`src/rtl/max_scan_ctrl.sv`:
```
`default_nettype none
// ============================================================================
// max_scan_ctrl -- start/busy/done sequencer that walks N consecutive BRAM
// addresses and reports the largest word and the offset of its first match.
// Optional: define MAX_SCAN_SIGNED_EN for a two's-complement compare.
// Revision: 1.0
// ============================================================================
module max_scan_ctrl #(
    parameter int ADDR_W = 8,
    parameter int DATA_W = 16,
    parameter int N_W    = 8,
    parameter int RD_LAT = 1
) (
    input  logic              mclk,
    input  logic              reset,
    input  logic              start,
    input  logic [ADDR_W-1:0] startaddr,
    input  logic [N_W-1:0]    n,
    input  logic [DATA_W-1:0] douta,
    output logic [ADDR_W-1:0] addra,
    output logic              ena,
    output logic              busy,
    output logic              done,
    output logic [DATA_W-1:0] max,
    output logic [N_W-1:0]    max_idx,
    output logic [N_W-1:0]    count
);

    localparam logic [1:0] S_IDLE  = 2'd0;
    localparam logic [1:0] S_ISSUE = 2'd1;
    localparam logic [1:0] S_DRAIN = 2'd2;
    localparam logic [1:0] S_DONE  = 2'd3;

    localparam logic [ADDR_W-1:0] c_addr_one  = {{(ADDR_W-1){1'b0}}, 1'b1};
    localparam logic [N_W-1:0]    c_cnt_one   = {{(N_W-1){1'b0}}, 1'b1};
    localparam logic [N_W:0]      c_issue_one = {{N_W{1'b0}}, 1'b1};

    logic [1:0]        state_q,  state_d;
    logic [N_W-1:0]    n_q,      n_d;
    logic [ADDR_W-1:0] addra_q,  addra_d;
    logic              ena_q,    ena_d;
    logic [N_W:0]      issue_q,  issue_d;
    logic [RD_LAT-1:0] vpipe_q,  vpipe_d;
    logic [DATA_W-1:0] max_q,    max_d;
    logic [N_W-1:0]    idx_q,    idx_d;
    logic [N_W-1:0]    count_q,  count_d;

    logic              w_tail;
    logic              w_gt;
    logic [N_W:0]      w_issue_inc;
    logic [N_W-1:0]    w_count_inc;

    // The tail of the enable shift register flags the cycle whose douta
    // belongs to a read this scan issued.
    generate
        if (RD_LAT == 1) begin : g_vpipe_lat1
            assign vpipe_d = ena_q;
        end else begin : g_vpipe_latn
            assign vpipe_d = {vpipe_q[RD_LAT-2:0], ena_q};
        end
    endgenerate

    assign w_tail      = vpipe_q[RD_LAT-1];
    assign w_issue_inc = issue_q + c_issue_one;
    assign w_count_inc = count_q + c_cnt_one;

`ifdef MAX_SCAN_SIGNED_EN
    assign w_gt = $signed(douta) > $signed(max_q);
`else
    assign w_gt = douta > max_q;
`endif

    always_comb begin
        state_d = state_q;
        n_d     = n_q;
        addra_d = addra_q;
        ena_d   = ena_q;
        issue_d = issue_q;
        max_d   = max_q;
        idx_d   = idx_q;
        count_d = count_q;

        // Strict compare keeps the lowest index on ties.
        if (w_tail) begin
            count_d = w_count_inc;
            if ((count_q == '0) || w_gt) begin
                max_d = douta;
                idx_d = count_q;
            end
        end

        case (state_q)
            S_IDLE, S_DONE: begin
                state_d = S_IDLE;
                if (start) begin
                    n_d     = n;
                    addra_d = startaddr;
                    issue_d = '0;
                    count_d = '0;
                    max_d   = '0;
                    idx_d   = '0;
                    if (n != '0) begin
                        state_d = S_ISSUE;
                        ena_d   = 1'b1;
                    end else begin
                        state_d = S_DONE;
                    end
                end
            end
            S_ISSUE: begin
                addra_d = addra_q + c_addr_one;
                issue_d = w_issue_inc;
                if (w_issue_inc == {1'b0, n_q}) begin
                    ena_d   = 1'b0;
                    state_d = S_DRAIN;
                end
            end
            S_DRAIN: begin
                if (w_tail && (w_count_inc == n_q)) begin
                    state_d = S_DONE;
                end
            end
            default: begin
                state_d = S_IDLE;
            end
        endcase
    end

    always_ff @(posedge mclk) begin
        if (reset) begin
            state_q <= S_IDLE;
            n_q     <= '0;
            addra_q <= '0;
            ena_q   <= 1'b0;
            issue_q <= '0;
            vpipe_q <= '0;
            max_q   <= '0;
            idx_q   <= '0;
            count_q <= '0;
        end else begin
            state_q <= state_d;
            n_q     <= n_d;
            addra_q <= addra_d;
            ena_q   <= ena_d;
            issue_q <= issue_d;
            vpipe_q <= vpipe_d;
            max_q   <= max_d;
            idx_q   <= idx_d;
            count_q <= count_d;
        end
    end

    assign addra   = addra_q;
    assign ena     = ena_q;
    assign busy    = (state_q == S_ISSUE) || (state_q == S_DRAIN);
    assign done    = (state_q == S_DONE);
    assign max     = max_q;
    assign max_idx = idx_q;
    assign count   = count_q;

endmodule
`default_nettype wire

```
`config.mk`:
```
export PLATFORM = sky130hd
export DESIGN_NAME = max_scan_ctrl
export DESIGN_NICKNAME = d
export VERILOG_FILES = /design/src/rtl/max_scan_ctrl.sv
export SDC_FILE = /design/constraint.sdc
export NUM_CORES = 1
export LEC_CHECK = 0
export BUFFER_PORTS_ARGS = -buffer_cell sky130_fd_sc_hd__buf_2
export CORE_MARGIN = 8
export CORE_UTILIZATION = 40
export CTS_CLUSTER_SIZE = 40
export DETAILED_ROUTE_END_ITERATION = 7
export SKIP_LAST_GASP = 1
export SYNTH_ARGS = -nofsm -noshare
export SYNTH_HDL_FRONTEND = slang
export SYNTH_SLANG_ARGS = --single-unit
```
`constraint.sdc`:
```
create_clock -name mclk -period 2.8 [get_ports mclk]
set_clock_uncertainty 0.05 [all_clocks]
set_input_delay 0.14 -clock mclk [delete_from_list [all_inputs] [get_ports mclk]]
set_output_delay 0.14 -clock mclk [all_outputs]
set_load 0.01 [all_outputs]
```
==> results of run 1 <==
==> final timing paths <==
check / startpoint / to / cells past startpoint
worst max-delay path: douta[1] / max[11]$_SDFF_PP0_ / 11
worst min-delay path: douta[15] / max[15]$_SDFF_PP0_ / 3
worst max register to register: count[0]$_SDFF_PP0_ / state_q[1]$_SDFFE_PP0P_ / 7
worst min register to register: max_idx[2]$_SDFF_PP0_ / max_idx[2]$_SDFF_PP0_ / 2
==> worst max-delay path: cells and delay by family <==
| kind | cells | cell delay (ns) |
|---|---|---|
| muxes | 1 | 0.22 |
| AOI/OAI and AO/OA | 5 | 0.83 |
| adders and majority gates | 1 | 0.28 |
| buffers and inverters | 3 | 1.01 |
| and+or+nand+nor | 1 | 0.13 |
==> routing by layer <==
metal  share of wire  routed length (µm)  vias to the layer above
li1                -                   -                     1708
met1            0.48                4251                     1481
met5               0                   0                        -
met4           0.011                  94                        0
met2            0.45                4043                       82
met3           0.062                 556                       11
==> cell usage in the layout, fill, tap and decap left out, types with 3 or more instances in the layout <==
cell,n
dfxtp_1,61
mux2i_1,31
nor3_1,4
and3_1,4
or3_1,5
a21oi_1,35
nor2b_1,6
clkinvlp_4,3
dlygate4sd3_1,14
inv_1,24
nand2_1,90
nor2_1,37
buf_4,8
o21ai_1,3
or2_2,3
a21o_1,4
o31ai_1,3
clkbuf_8,11
nand4_1,9
o21ai_0,11
nand3_1,11
buf_2,77
xor2_1,15
xnor2_1,15
nor3b_1,4
ha_1,23
==> cells by family after synthesis <==
logic type | synth area share
compound gates | 0.1267
xor+xnor | 0.07155
fa+ha+maj | 0.07837
buf+inv | 0.07325
flops | 0.3325
mux | 0.08756
simple gates | 0.2300
==> layout make-up <==
type                       instances  share of cell area
sequential                        61              0.2738
inverter                          24             0.02020
timing repair buffer              99              0.1313
tap                              111             0.03114
multi-input combinational        344              0.4910
clock buffer                      11             0.03395
clock inverter                     5             0.01852
==> metrics by stage <==
stage | utilization | std cells
6_report | 0.4919 | 655
5_1_grt | 0.4919 | 655
4_1_cts | 0.4911 | 654
3_5_place_dp | 0.4498 | 624
3_3_place_gp | 0.4498 | 624
2_1_floorplan | - | 458
==> where the power goes <==
group	total (mW)	switching (mW)	internal (mW)
sequential	1.13	0.143	0.984
clock	0.917	0.367	0.549
combinational	1.14	0.666	0.473
==> state kept, by name (all words and copies together), names as in the netlist <==
signal and count:
state_q 2, ena 1, n_q 8, max_idx 8, max 16, addra 8, count 8, vpipe_q 1
issue_q 9
==> timing repair <==
action | 4_1_cts | 5_1_grt
hold buffers | 14 | 0
setup endpoints to repair | 0 | 16
endpoints found under the hold margin | 14 | 0
setup buffers | 0 | 1
==> metrics, run 1 <==
status=complete, no violations; Placement Setup Slack=a little over 0.09 ns; Skew-Pair Late Insertion Delay=0.34 ns; vias after detailed routing=3282; routed wire length=8945 µm; layout cells sized above 1=0.2096; port bufs=77; Boundary Pins=around 80; sequential-to-total area share from yosys stat=0.3325; Max-Slew Margin vs Limit=0.5935; area occupied by multi-input gates=2190 µm²; Die Ht=approximately 110 µm; Commonest cells post-synth=90 x nand2_1, 61 x dfxtp_1, 38 x nor2_1; RSZ-0062 raised after global routing=false; busiest metal layer after global routing=met2; global placement routability congestion=0.8034; via/cell ratio=5.011; Post-Synthesis Cells=458; Fmax=420.7 MHz; Bufs on Longest Clock Path=2; Setup TNS=0 ns; dpl cell area=4078 µm²; Worst VDD drop=521.4 µV; CP arrival=2.60 ns; GR Util met1=0.1777; Final Hold Viols=0; met3 GRT Util=0.04870; CP required=3.03 ns; first-pass GRT wire length=14980 µm; Hold Slack=between 0.01 and 0.015 ns; Fillers=860; core area=9065 µm²; full die area=between 10000 and 15000 µm²; initial antenna violation count=0; Pleak=between 1.5 and 2 nW; CP Launch Type=primary input; ANT nets after route=0; clock buffer count from CTS=9; total power draw=roughly 3.2 mW; CTS tree=yes; Max stage delay on crit path=approximately 0.54 ns; grt ovf=0; Critical-path top delay cell=dlygate4sd3_1; crit share post-route=0.8490; Initial Utilization=0.4051; Ys Warns=0; Cell variety after synth=49; Worst Path Max Fanout=16; nets=597; DRT Pass-1 Iters=4; DRC viols=0; Storage cell area=1221 µm²; Antenna Diode Count=0; Routed WL per cell=13.66 µm; Max H-tree Level=3; ys async rst share=0; ys flop type=dfxtp_1; Gates resized, CTS repair=0; CP endpoint kind=register; CP cell instances=dlygate4sd3_1 -> buf_2 -> ha_1 -> nor2b_1 -> o21a_1 -> o21ai_1 -> a21oi_1 -> o31ai_1 -> a221oi_4 -> buf_4 -> mux2i_1; top-count cell post-synth=nand2_1; All-Layer GR Usage=0.1433; CTS sink cnt=61; Root Driver=clkbuf_8; Slew Viols, Final=0; number of global-route vias before repair=between 3000 and 4000; met2 GRT Util=0.2254; mean area per synthesized cell=8.018 µm²; largest cells by area after synthesis=dfxtp_1 33%, nand2_1 9.2%, mux2i_1 8.4%; post-route cell area=4459 µm²; Synth top area share=0.3325; Syn Nets=516; Post-synth EDFFs=0; Die Width=111.8 µm; final worst slack=0.4229 ns; DPL Wire Length=6580 µm; largest area contributor in the netlist=dfxtp_1; register-to-register setup slack=0.48 ns; Final setup violation count=0; drt initial violations=189; worst slew pin tran=~0.6 ns; Min Clock Period, post-route=2.377 ns; Worst Path Class, Setup=in2reg; max-cap viol count=0; class of the tightest hold or removal check=in2reg; FP Rows=35; Layout area overhead=21.43%; largest net degree at the start of global routing=49; Synth Register Bits=between 60 and 70; power per cell area=713.9 nW/µm²; Cell Area, Synth=3672 µm²; clock transition at the registers of the reported paths=0.08 ns
Power figures use the tool's default switching activity.
==> inputs of run 2 (changes only) <==
--- a/config.mk
+++ b/config.mk
@@ -5,6 +5,7 @@
 export SDC_FILE = /design/constraint.sdc
 export NUM_CORES = 1
 export LEC_CHECK = 0
+export ABC_AREA = 1
 export BUFFER_PORTS_ARGS = -buffer_cell sky130_fd_sc_hd__buf_2
 export CORE_MARGIN = 8
 export CORE_UTILIZATION = 40
==> constraint.sdc (replaced) <==
create_clock -name mclk -period 2.2 [get_ports mclk]
set_clock_uncertainty 0.05 [all_clocks]
set_input_delay 0.11 -clock mclk [delete_from_list [all_inputs] [get_ports mclk]]
set_output_delay 0.11 -clock mclk [all_outputs]
set_load 0.01 [all_outputs]
==> run 2 against run 1 <==
- critical path depth up 5
- synthesized area decreased by 1.2%
- total power is 37% higher
- highest routed layer unchanged
==> metrics, run 2 <==
status=complete, no violations; mean area per synthesized cell=approximately 6.6 µm²; Post-Synthesis Cells=roughly 550; clock transition at the registers of the reported paths=0.07 ns; Worst Reg-to-Reg Cells=16; Final Util=0.4967; full die area=12380 µm²; Layout area overhead=19.92%; power per cell area=1001 nW/µm²; DPL Wire Length=7280 µm; area occupied by multi-input gates=2067 µm²; core area=8763 µm²; Root Driver=clkbuf_8; Boundary Pins=78; Die Ht=111.3 µm; top-count cell post-synth=nand2_1; Worst VDD drop=633.5 µV; worst slew pin tran=0.6081 ns; CP endpoint kind=register; DRT Pass-1 Iters=4; Initial Utilization=0.4142; All-Layer GR Usage=0.1583; Commonest cells post-synth=135 x nand2_1, 64 x inv_1, 62 x a21oi_1; Slew Viols, Final=0; register-to-register setup slack=0.27 ns; Final Hold Viols=0; max reg flops=16; combinational power share=0.450; grt ovf=0; clock buffer count from CTS=9; ys flop type=dfxtp_1; commonest non-fill, non-tap cell in the layout=nand2_1; Hold Path Sink=addra[7]$_SDFFE_PP0P_; part of the power in the clock network=0.196; Seq pwr share=0.354; ys async rst share=0; Die Width=111.3 µm; met2 routed WL=4540 µm; drt initial violations=145; Fillers=920; Post-synth EDFFs=0; Routed WL per cell=roughly 13 µm; max-cap viol count=0; CP arrival=2.10 ns; CTS sink cnt=roughly 60; initial antenna violation count=0; routed wire length=9624 µm; CP required=roughly 2.4 ns; Pleak=1.998 nW; Synth top area share=0.3364; nets=688; vias after detailed routing=3722; CP Launch Type=register; Ys Warns=0; Storage cell area=around 1200 µm²; port bufs=77; post-CTS setup buffers=0; sequential-to-total area share from yosys stat=0.3364; Placement Setup Slack=0.2240 ns; most frequent cells in the layout=134 x nand2_1, 77 x buf_2, 64 x inv_1; Final setup violation count=0; first-pass GRT wire length=16760 µm; largest area contributor in the netlist=dfxtp_1; Bufs on Longest Clock Path=2; Finished Layout Cells=742; ANT nets after route=0; Antenna Diode Count=0; layout cells sized above 1=0.1767; DRC viols=0; Max H-tree Level=3; Min Clock Period, post-route=about 1.9 ns; P_sw=about 1.8 mW; Pint=around 2.5 mW; Skew-Pair Late Insertion Delay=0.34 ns; global placement routability congestion=about 0.84; crit share post-route=0.8758; met1 WL=4445 µm; Worst Hold Launch=startaddr[7]; final worst slack=0.2732 ns; class of the tightest hold or removal check=in2reg; Fmax=519.0 MHz; Syn Nets=609; Worst Path Class, Setup=reg2reg; via/cell ratio=about 5.0; FP Rows=34; Switching Share=0.4222; Worst Path Max Fanout=24; dpl cell area=roughly 4100 µm²; largest cells by area after synthesis=dfxtp_1 34%, nand2_1 14%, a21oi_1 8.5%; met3 WL=544 µm; Hold Crit Depth=3; Critical R2R Launch=max[1]$_SDFF_PP0_; placed cells=roughly 720; largest net degree at the start of global routing=64; post-route cell area=between 4000 and 5000 µm²; number of global-route vias before repair=3694; Top Layer Used=met4; Synth Register Bits=61; CTS tree=yes; Max-Slew Margin vs Limit=0.5946; Cell variety after synth=28; reg-to-reg endpoint=max[8]$_SDFF_PP0_; Cell Area, Synth=approximately 3600 µm²
[run 2: timing repair]
action                     CTS  global route
hold buffers                 3             0
resized for setup            0             8
hold endpoints to repair     3             0
setup endpoints to repair    0            25
[run 2: worst max-delay path by stage]
stage                 startpoint                     to  slack, ns
5_1_grt        max[1]$_SDFF_PP0_     max[10]$_SDFF_PP0_     -0.003
4_1_cts        max[1]$_SDFF_PP0_      max[8]$_SDFF_PP0_       0.21
3_3_place_gp   max[1]$_SDFF_PP0_  max_idx[4]$_SDFF_PP0_       0.28
3_5_place_dp   max[1]$_SDFF_PP0_      max[8]$_SDFF_PP0_       0.22
6_report       max[1]$_SDFF_PP0_      max[8]$_SDFF_PP0_       0.27
2_1_floorplan  max[5]$_SDFF_PP0_      max[0]$_SDFF_PP0_       0.33
[run 2: worst max-delay path: stages (launching register included)]
cell	delay [ns]
dfxtp_1	0.36
inv_1	0.06
ha_1	0.27
inv_1	0.05
nor2_1	0.09
nor2_1	0.05
o21ai_1	0.13
nand2_1	0.06
nand2_1	0.05
nand2_1	0.04
nand2_1	0.05
nand2_1	0.05
nand2_2	0.11
buf_12	0.17
nand3b_1	0.09
nand2_1	0.09
nor2_1	0.04
[run 2: cell families after synthesis]
kind of cell,Yosys count,share of synthesized area
AOI/OAI and AO/OA,99,0.1413
xor gates and xnor gates,6,0.01448
adders and majority gates,23,0.07928
buffers and inverters,87,0.09548
DFF,61,0.3364
and+or+nand+nor,275,0.3330
[run 2: routing by layer]
metal  track usage  vias up
li1              -     1954
met2        0.2702       76
met3       0.05303        9
met1        0.1843     1683
met5             0        -
met4       0.04089        0
[run 2: metrics by stage]
stage	hold slack (ns)	total power, mW	TNS [ns]
floorplan	0.2202	2.885	0
global placement	0.3331	3.468	0
detailed placement	0.3373	3.495	0
CTS	0.001311	4.371	0
global route	0.02940	4.786	-0.002917
finish	0.01537	4.357	0
[run 2: final cells by class]
type | count | area share
clock inverters | 2 | 0.002300
clock buffers | 13 | 0.03421
flip-flops and latches | 61 | 0.2811
inverters | 66 | 0.05691
well taps | 108 | 0.03104
repair buffers | 89 | 0.1196
multi-input cells | 403 | 0.4748
[run 2: power by group through the flow]
stage,Combinational [mW],Sequential (mW),Clock [mW]
2_1_floorplan,1.29,1.59,0
3_5_place_dp,1.93,1.57,0
5_1_grt,2.27,1.58,0.941
4_1_cts,1.94,1.54,0.890
3_3_place_gp,1.91,1.56,0
6_report,1.96,1.54,0.854
